==> src/rtl/cpu_pkg.sv <==
`default_nettype none
// ============================================================================
// Module  : cpu_pkg
// Brief   : Shared types and constants for the MIPS pipeline front end.
// Revision: 1.0 - initial release
// ============================================================================
package cpu_pkg;

    // Fetch sequencer states
    typedef enum logic [1:0] {
        FETCH = 2'd0,   // request outstanding at pc
        HOLD  = 2'd1,   // fetched word parked in the skid buffer, decode stalled
        DRAIN = 2'd2    // waiting out a stale request before jumping to pend_pc
    } fetch_state_t;

    // sll $0,$0,0
    localparam logic [31:0] c_nop_word   = 32'h0000_0000;
    localparam logic [31:0] c_pc_inc     = 32'd4;
    localparam logic [31:0] c_align_mask = 32'hFFFF_FFFC;

    // Force a byte address onto a word boundary
    function automatic logic [31:0] align_pc(input logic [31:0] pc);
        return pc & c_align_mask;
    endfunction

endpackage
`default_nettype wire

==> src/rtl/if_id_reg.sv <==
`default_nettype none
// ============================================================================
// Module  : if_id_reg
// Brief   : IF/ID pipeline register with flush > stall > load priority.
//           An empty slot carries NOP_WORD so decode sees a harmless op.
// Revision: 1.0 - initial release
// ============================================================================
module if_id_reg #(
    parameter logic [31:0] NOP_WORD = 32'h0000_0000
) (
    input  logic        clk,
    input  logic        rst,
    input  logic        i_flush,
    input  logic        i_stall,
    input  logic        i_load,
    input  logic [31:0] i_instr,
    input  logic [31:0] i_pc,
    input  logic [31:0] i_pc4,
    output logic        o_valid,
    output logic [31:0] o_instr,
    output logic [31:0] o_pc,
    output logic [31:0] o_pc4
);

    logic        r_valid;
    logic [31:0] r_instr;
    logic [31:0] r_pc;
    logic [31:0] r_pc4;

    // Slot update: squash, hold, take a new word, or insert a bubble
    always_ff @(posedge clk) begin
        if (rst) begin
            r_valid <= 1'b0;
            r_instr <= NOP_WORD;
            r_pc    <= 32'h0;
            r_pc4   <= 32'h0;
        end else if (i_flush) begin
            r_valid <= 1'b0;
            r_instr <= NOP_WORD;
        end else if (i_stall) begin
            r_valid <= r_valid;
        end else if (i_load) begin
            r_valid <= 1'b1;
            r_instr <= i_instr;
            r_pc    <= i_pc;
            r_pc4   <= i_pc4;
        end else begin
            // Bubble: pc/pc4 keep their last value so they stay deterministic
            r_valid <= 1'b0;
            r_instr <= NOP_WORD;
        end
    end

    assign o_valid = r_valid;
    assign o_instr = r_instr;
    assign o_pc    = r_pc;
    assign o_pc4   = r_pc4;

endmodule
`default_nettype wire

==> src/rtl/if_stage.sv <==
`default_nettype none
// ============================================================================
// Module  : if_stage
// Brief   : Instruction-fetch stage. Owns the PC, runs the req/ack fetch
//           handshake (one request in flight), parks one word when decode
//           stalls, and handles branch/jump redirects and IF/ID flushes.
// Revision: 1.0 - initial release
// ============================================================================
module if_stage
    import cpu_pkg::*;
#(
    parameter logic [31:0] RESET_PC = 32'h0000_0000,
    parameter logic [31:0] NOP_WORD = c_nop_word
) (
    input  logic        clk,
    input  logic        rst,
    input  logic        stall_i,
    input  logic        flush_i,
    input  logic        redirect_i,
    input  logic [31:0] redirect_pc_i,
    output logic        imem_req_o,
    output logic [31:0] imem_addr_o,
    input  logic        imem_ack_i,
    input  logic [31:0] imem_rdata_i,
    output logic        ifid_valid_o,
    output logic [31:0] ifid_instr_o,
    output logic [31:0] ifid_pc_o,
    output logic [31:0] ifid_pc4_o
);

    fetch_state_t r_state;
    fetch_state_t w_state_nxt;

    logic [31:0] r_pc;
    logic [31:0] w_pc_nxt;
    logic [31:0] r_pend_pc;
    logic [31:0] w_pend_pc_nxt;
    logic [31:0] r_skid_instr;
    logic [31:0] w_skid_instr_nxt;
    logic [31:0] r_skid_pc;
    logic [31:0] w_skid_pc_nxt;

    logic        w_req;
    logic        w_load;
    logic [31:0] w_load_instr;
    logic [31:0] w_load_pc;
    logic [31:0] w_load_pc4;
    logic [31:0] w_redirect_pc;
    logic [31:0] w_pc_plus4;

    assign w_redirect_pc = align_pc(redirect_pc_i);
    assign w_pc_plus4    = r_pc + c_pc_inc;
    assign w_load_pc4    = w_load_pc + c_pc_inc;

    // Fetch sequencer state, PC, pending redirect target and skid buffer
    always_ff @(posedge clk) begin
        if (rst) begin
            r_state      <= FETCH;
            r_pc         <= RESET_PC;
            r_pend_pc    <= RESET_PC;
            r_skid_instr <= NOP_WORD;
            r_skid_pc    <= RESET_PC;
        end else begin
            r_state      <= w_state_nxt;
            r_pc         <= w_pc_nxt;
            r_pend_pc    <= w_pend_pc_nxt;
            r_skid_instr <= w_skid_instr_nxt;
            r_skid_pc    <= w_skid_pc_nxt;
        end
    end

    // Next-state, PC update and IF/ID load selection; redirect beats stall
    always_comb begin
        w_state_nxt      = r_state;
        w_pc_nxt         = r_pc;
        w_pend_pc_nxt    = r_pend_pc;
        w_skid_instr_nxt = r_skid_instr;
        w_skid_pc_nxt    = r_skid_pc;
        w_req            = 1'b0;
        w_load           = 1'b0;
        w_load_instr     = r_skid_instr;
        w_load_pc        = r_skid_pc;

        case (r_state)
            FETCH: begin
                w_req = 1'b1;
                if (imem_ack_i) begin
                    if (redirect_i) begin
                        w_pc_nxt = w_redirect_pc;
                    end else if (stall_i) begin
                        w_skid_instr_nxt = imem_rdata_i;
                        w_skid_pc_nxt    = r_pc;
                        w_state_nxt      = HOLD;
                    end else begin
                        w_load       = 1'b1;
                        w_load_instr = imem_rdata_i;
                        w_load_pc    = r_pc;
                        w_pc_nxt     = w_pc_plus4;
                    end
                end else if (redirect_i) begin
                    // Address must stay stable until ack, so park the target
                    w_pend_pc_nxt = w_redirect_pc;
                    w_state_nxt   = DRAIN;
                end
            end

            HOLD: begin
                if (redirect_i) begin
                    w_pc_nxt    = w_redirect_pc;
                    w_state_nxt = FETCH;
                end else if (!stall_i) begin
                    w_load      = 1'b1;
                    w_pc_nxt    = w_pc_plus4;
                    w_state_nxt = FETCH;
                end
            end

            DRAIN: begin
                w_req = 1'b1;
                if (redirect_i) begin
                    w_pend_pc_nxt = w_redirect_pc;
                end
                if (imem_ack_i) begin
                    // Latest redirect wins, including one arriving with the ack
                    w_pc_nxt    = redirect_i ? w_redirect_pc : r_pend_pc;
                    w_state_nxt = FETCH;
                end
            end

            default: begin
                w_state_nxt = FETCH;
            end
        endcase
    end

    assign imem_req_o  = w_req & ~rst;
    assign imem_addr_o = r_pc;

    if_id_reg #(
        .NOP_WORD (NOP_WORD)
    ) u_if_id_reg (
        .clk      (clk),
        .rst      (rst),
        .i_flush  (flush_i),
        .i_stall  (stall_i),
        .i_load   (w_load),
        .i_instr  (w_load_instr),
        .i_pc     (w_load_pc),
        .i_pc4    (w_load_pc4),
        .o_valid  (ifid_valid_o),
        .o_instr  (ifid_instr_o),
        .o_pc     (ifid_pc_o),
        .o_pc4    (ifid_pc4_o)
    );

endmodule
`default_nettype wire

==> config.mk <==
export PLATFORM = sky130hd
export DESIGN_NAME = if_stage
export DESIGN_NICKNAME = d
export VERILOG_FILES = /design/src/rtl/cpu_pkg.sv /design/src/rtl/if_id_reg.sv /design/src/rtl/if_stage.sv
export SDC_FILE = /design/constraint.sdc
export NUM_CORES = 1
export LEC_CHECK = 0
export ABC_AREA = 1
export BUFFER_PORTS_ARGS = -buffer_cell sky130_fd_sc_hd__buf_2
export CAP_MARGIN = 20
export CORE_ASPECT_RATIO = 1.25
export CORE_MARGIN = 2
export CORE_UTILIZATION = 35
export CTS_CLUSTER_DIAMETER = 120
export DETAILED_ROUTE_END_ITERATION = 8
export PLACE_DENSITY_LB_ADDON = 0.3
export SYNTH_ARGS = -nofsm -noshare
export SYNTH_HDL_FRONTEND = slang
export SYNTH_SLANG_ARGS = --single-unit
==> constraint.sdc <==
create_clock -name clk -period 2.5 [get_ports clk]
set_input_delay 0 -clock clk [delete_from_list [all_inputs] [get_ports clk]]
set_output_delay 0 -clock clk [all_outputs]
set_load 0.01 [all_outputs]
==> key figures, run 1 <==
Timing
  – Worst relative slew slack: 0.3443
  – Worst clock skew: 0.009432 ns
  – Least-Margin Pin Slew: 0.9824 ns
  – RSZ-0062 raised after global routing: false
  – Fin crit share: 0.9061
  – Finish-stage setup viols: 0
  – Final Hold Vio Count: 0
  – FMAX: 441.4 MHz
  – Tmin final: 2.265 ns
  – Final Max Tran Viols: 0
  – Final setup TNS: 0 ns

Critical path
  – Worst Path Required: 2.90 ns
  – Setup Crit Path Kind: reg -> reg
  – Critical Path Slowest Stage Cell: dfxtp_1
  – CP arrival: 2.66 ns
  – Crit-path cells: nand3_1, inv_1, nand2_1, nor2_1, nand4_1, nor3_2, nand3_1, nand3_1, a31oi_1
  – Critical Path Most Common Cell: nand3_1
  – CP max stage delay: 0.47 ns
  – CP Max Fanout: 6
  – Crit end category: register
  – CP startpoint kind: register

Placed design
  – DP Wirelength: 24260 um
  – GP Congestion: 0.9447
  – PortBufs: 197

Route
  – DRT antenna net count: 0
  – TritonRoute pass-1 iters: 5
  – Via count: 11205
  – WL/cell: 15.68 um
  – Vias/cell: 5.056
  – # DRC: 0
  – Final WL: 34740 um
  – Iteration-0 DRC Markers: 838

Floorplanning
  – Die area: 32260 um2
  – Die H: 200.3 um
  – Die Width: 161.1 um
  – Number of top-level pins: 200
  – CORE AREA: 30200 um2
  – Std cell rows: 71
  – Starting density of the core: 0.3573

Synth
  – Synth area leader: dfxtp_1
  – YS warnings: 0
  – Seq cells post-synth: 225
  – Synthesized cell area: 10790 um2
  – Post-synth EDFFs: 0
  – Ys flop type: dfxtp_1
  – Number of distinct library cells after synthesis: 45
  – Sequential fraction of the synthesis area: 0.4174
  – Share of the synthesized area in the top cell type: 0.4174
  – Cells after Synth: 1568
  – Synth top area cells: dfxtp_1 (42%), nand2_1 (10%), o21ai_0 (9.4%), nor2_1 (6.8%), a21oi_1 (6.1%)
  – Syn Nets: 1640
  – Synth Area per Inst: 6.882 um2
  – Post-synth ARST share: 0

Power
  – Post-layout power: 8.849 mW
  – Lkg Pwr: 6.171 nW
  – Power Density: 644.9 nW/um2
  – Worst vdd ir: 0.4110 mV

Cells and area
  – Multi-input logic area: 5270 um2
  – Area grow syn2layout: 27.14%
  – Final nets: 1867
  – Share of layout cells above drive strength 1: 0.1743
  – Commonest non-fill, non-tap cell in the layout: nand2_1
  – Filler Cell Count: 3106
  – FF+latch area: 4504 um2
  – Commonest cells after routing, fill and taps aside: nand2_1 (296), dfxtp_1 (225), o21ai_0 (202), buf_2 (197), nor2_1 (194)

Worst hold path
  – Worst hold-check path type: in -> reg

Clock tree
  – Clock Tree Buf Depth: 3
  – Clock Tree Root: clkbuf_16
  – Later-pin clock latency in the skew report: 0.52 ns
  – H-tree depth: 1
  – Clk slew on worst S/H paths: 0.06 ns
  – Total CTS buffers: 24
  – Clk sinks: 225
  – # hold bufs at CTS: 63
  – CTS tree: done
  – Number of gates resized after CTS: 0
  – Setup Buffers After CTS: 0

GRT
  – Largest net degree at the start of global routing: 108
  – Initial antenna violation count: 2
  – Vias in the first global route: 10412
  – Grt total ovfl: 0
  – First-pass GRT wire length: 55010 um
  – Tot GR Track Use: 0.2072

Job
  – # Max-Cap Violations: 0

Run status
  – Status: completed
## metrics by stage
step | hold WS, ns | instance area (um2) | utilization | instances | setup WS, ns
floorplan | 0.1349 | 10790 | - | 1568 | 0.5932
global placement | 0.2378 | 12200 | 0.4040 | 2107 | 0.2861
detailed placement | 0.2467 | 12200 | 0.4040 | 2107 | 0.2950
CTS | 0.01259 | 13720 | 0.4541 | 2214 | 0.2806
global route | 0.04430 | 13720 | 0.4543 | 2216 | 0.04183
finish | 0.03418 | 13720 | 0.4543 | 2216 | 0.2347
## cell type report
cell class / instances / share of cell area
repair buffers: 303 / 0.1441
diodes: 2 / 0.0003648
inverters: 154 / 0.04222
clock buffers: 37 / 0.05617
flip-flops and latches: 225 / 0.3283
multi-input cells: 1087 / 0.3841
clock inverters: 7 / 0.008207
well taps: 401 / 0.03657
## Yosys cell counts (7+ instances only)
library cell    n
a211oi_1        9
clkbuf_1       72
nand3_1        82
a21oi_1       131
dfxtp_1       225
nand2_1       296
o21bai_1       31
o21ai_0       202
buf_2           9
a31oi_1        12
nor2_1        196
nor3_1         13
xor2_1          9
o22ai_1         9
nand4_1        36
inv_1         149
nor2_2          7
buf_1          10
o211ai_1        8
## flip-flops by register name, summed over array words and instances, names as in the netlist
name                 count
r_skid_instr            32
imem_addr_o             32
u_if_id_reg.o_pc4       30
u_if_id_reg.o_instr     32
r_skid_pc               32
u_if_id_reg.o_pc        32
r_state                  2
u_if_id_reg.o_valid      1
r_pend_pc               32
## cells by family after synthesis
logic type,synth area share
simple gates,0.2574
compound gates,0.2191
buf+inv,0.09565
flops,0.4174
xor+xnor,0.008116
fa+ha+maj,0.002318
## worst max-delay path: cells and delay by family (launching register included)
family	cells	cell delay [ns]
DFF	1	0.47
and+or+nand+nor	7	1.47
AOI/OAI and AO/OA	1	0.08
buffers and inverters	1	0.11
## per-layer routing
layer  routed length (um)  GRT usage  vias up  share of wire
met5                    0          0        -              0
met4                 1138    0.07621        0          0.033
met3                 2194    0.02961       69          0.063
met2                15710     0.3306      373           0.45
met1                15700     0.2843     5130           0.45
li1                     -          -     5633              -
## power by group
part           switching (mW)  internal [mW]
Sequential              0.120           3.74
Clock                    1.47           2.42
Combinational           0.694          0.402
Total                    2.28           6.57
## worst paths after layout
path              depth (start not counted)                   to      startpoint  slack, ns
setup / recovery                          9      imem_addr_o[27]  imem_addr_o[4]       0.23
hold / removal                            4  u_if_id_reg.o_pc[4]         flush_i       0.03
setup reg to reg                          9      imem_addr_o[27]  imem_addr_o[4]       0.23
hold reg to reg                           2         r_pend_pc[0]    r_pend_pc[0]       0.45
Power figures use the tool's default switching activity.
==> run 2: changes to the inputs <==
--- a/config.mk
+++ b/config.mk
@@ -8,9 +8,11 @@
 export ABC_AREA = 1
 export BUFFER_PORTS_ARGS = -buffer_cell sky130_fd_sc_hd__buf_2
 export CAP_MARGIN = 20
+export CELL_PAD_IN_SITES_DETAIL_PLACEMENT = 1
+export CELL_PAD_IN_SITES_GLOBAL_PLACEMENT = 2
 export CORE_ASPECT_RATIO = 1.25
 export CORE_MARGIN = 2
-export CORE_UTILIZATION = 35
+export CORE_UTILIZATION = 31
 export CTS_CLUSTER_DIAMETER = 120
 export DETAILED_ROUTE_END_ITERATION = 8
 export PLACE_DENSITY_LB_ADDON = 0.3
==> run 2 against run 1 <==
  * Sequential power about the same
  * Via count up 0.35%
  * Register-to-register slack better by 0.02 ns
  * Global-route usage up 0.16 points
  * Worst setup slack better by 0.018 ns
  * Clock skew up 0.0070 ns
  * Count of clock-buffer cells in the layout down 5
  * Sequential share of layout area down 0.28 points
==> key figures, run 2 (synthesized netlist as in run 1, its figures left out) <==
Run status
  – Status: completed

Timing
  – Setup WS post-layout: 0.2523 ns
  – Tmin final: 2.248 ns
  – FMAX: 444.9 MHz
  – RSZ-0062 raised after global routing: false
  – Final Hold Vio Count: 0
  – Finish-stage setup viols: 0
  – Least-Margin Pin Slew: 0.7493 ns
  – Final Max Tran Viols: 0
  – Worst relative slew slack: 0.4986
  – Worst clock skew: 0.01642 ns
  – Fin crit share: 0.8991
  – Final setup TNS: 0 ns

Clock tree
  – Clk sinks: 225
  – Later-pin clock latency in the skew report: 0.55 ns
  – CTS tree: done
  – Clk slew on worst S/H paths: 0.06 ns
  – Setup Buffers After CTS: 0
  – H-tree depth: 1
  – Total CTS buffers: 25
  – Clock Tree Root: clkbuf_16
  – Clock Tree Buf Depth: 3

Worst hold path
  – Worst hold-check path type: in -> reg

Floorplanning
  – Starting density of the core: 0.3135
  – Std cell rows: 76
  – Die H: 212.6 um
  – Die area: 36330 um2
  – CORE AREA: 34420 um2
  – Number of top-level pins: 200
  – Die Width: 170.9 um

Placed design
  – DP Wirelength: 26830 um
  – Setup WS pre-CTS: 0.1696 ns
  – PortBufs: 197
  – GP Congestion: 0.8060

Critical path
  – Setup Crit Path Kind: reg -> reg
  – Reg2reg setup slack: 0.25 ns
  – Worst Path Required: 2.93 ns
  – CP startpoint kind: register
  – CP arrival: 2.68 ns
  – Crit end category: register
  – CP Max Fanout: 25

Route
  – Final WL: 38460 um
  – DRT antenna net count: 0
  – Wire length on met2: 18430 um
  – Highest routed layer: met4
  – Met3 wire length: 1357 um
  – DRT met1 WL: 17800 um
  – TritonRoute pass-1 iters: 4
  – Vias/cell: 4.914
  – WL/cell: 16.81 um
  – Iteration-0 DRC Markers: 456
  – Via count: 11244
  – # DRC: 0

Cells and area
  – Share of layout cells above drive strength 1: 0.1791
  – Commonest non-fill, non-tap cell in the layout: nand2_1
  – Area grow syn2layout: 28.26%
  – Antenna fix cells: 0
  – Final nets: 1873
  – Commonest cells after routing, fill and taps aside: nand2_1 (296), dfxtp_1 (224), o21ai_0 (202), buf_2 (197), nor2_1 (192)

GRT
  – Vias in the first global route: 11233
  – First-pass GRT wire length: 60750 um
  – Largest net degree at the start of global routing: 92
  – Grt total ovfl: 0
  – Initial antenna violation count: 0
  – Tot GR Track Use: 0.2088

Job
  – # Max-Cap Violations: 0

Power
  – Lkg Pwr: 6.187 nW
  – Worst vdd ir: 0.4329 mV
  – Power Density: 635.3 nW/um2
[run 2: changes by cell type in the layout (fill, tap and decap cells not counted), moves of 2 or more]
cell and delta:
clkbuf_8 -4, clkinv_2 +5, nor2_4 +2, nor2_1 -2
buf_12 +2, diode_2 -2
[run 2: final cells by class]
cell class                      count  area [um2]
Clock inverter                     14       132.6
Tap cell                          468       585.6
Fill cell                        4439       20580
Inverter                          154       579.3
Timing Repair Buffer              307        2034
Clock buffer                       32       711.9
Sequential cell                   225        4506
Multi-Input combinational cell   1088        5291
[run 2: worst paths after layout]
check,end,start,cells past startpoint
worst max-delay path,u_if_id_reg.o_pc4[24],r_state[1],13
worst min-delay path,u_if_id_reg.o_instr[30],stall_i,4
worst max register to register,u_if_id_reg.o_pc4[24],r_state[1],13
worst min register to register,r_pend_pc[0],r_pend_pc[0],2
[run 2: critical path, cell delays in order (launching register included)]
cell	delay, ns
dfxtp_1	0.36
nor2_4	0.15
nand3_4	0.19
buf_12	0.23
buf_4	0.16
o21ai_4	0.18
nand2_2	0.10
nor2_1	0.17
and2_1	0.18
nand3_1	0.08
nand2_1	0.06
nand3_1	0.13
nand2_1	0.09
inv_1	0.03
[run 2: power breakdown]
group / switching [mW] / internal [mW] / total, mW
logic: 0.712 / 0.407 / 1.12
clock network: 1.59 / 2.22 / 3.82
registers: 0.116 / 3.74 / 3.86
total: 2.42 / 6.37 / 8.79
[run 2: through the flow]
| step | utilization | hold WS [ns] | total power [mW] | area, um2 | cells |
|---|---|---|---|---|---|
| 3_3_place_gp | 0.3583 | 0.2367 | 4.962 | 12330 | 2177 |
| 3_5_place_dp | 0.3583 | 0.2453 | 4.985 | 12330 | 2177 |
| 4_1_cts | 0.4014 | 0.05152 | 8.912 | 13820 | 2287 |
| 6_report | 0.4021 | 0.07754 | 8.794 | 13840 | 2288 |
| 2_1_floorplan | - | 0.1349 | 4.529 | 10790 | 1568 |
| 5_1_grt | 0.4021 | 0.08447 | 9.191 | 13840 | 2288 |
[run 2: repair_timing]
item / 4_1_cts / 5_1_grt
hold buffers: 64 / 0
endpoints found under the setup margin: 0 / 15
hold endpoints to repair: 123 / 0
resized for setup: 0 / 5
[run 2: metal layers]
metal  vias to the layer above  track usage
met3                        52      0.02327
met1                      5344       0.2771
met2                       197       0.3552
met5                         -            0
met4                         0      0.06458
li1                       5651            -
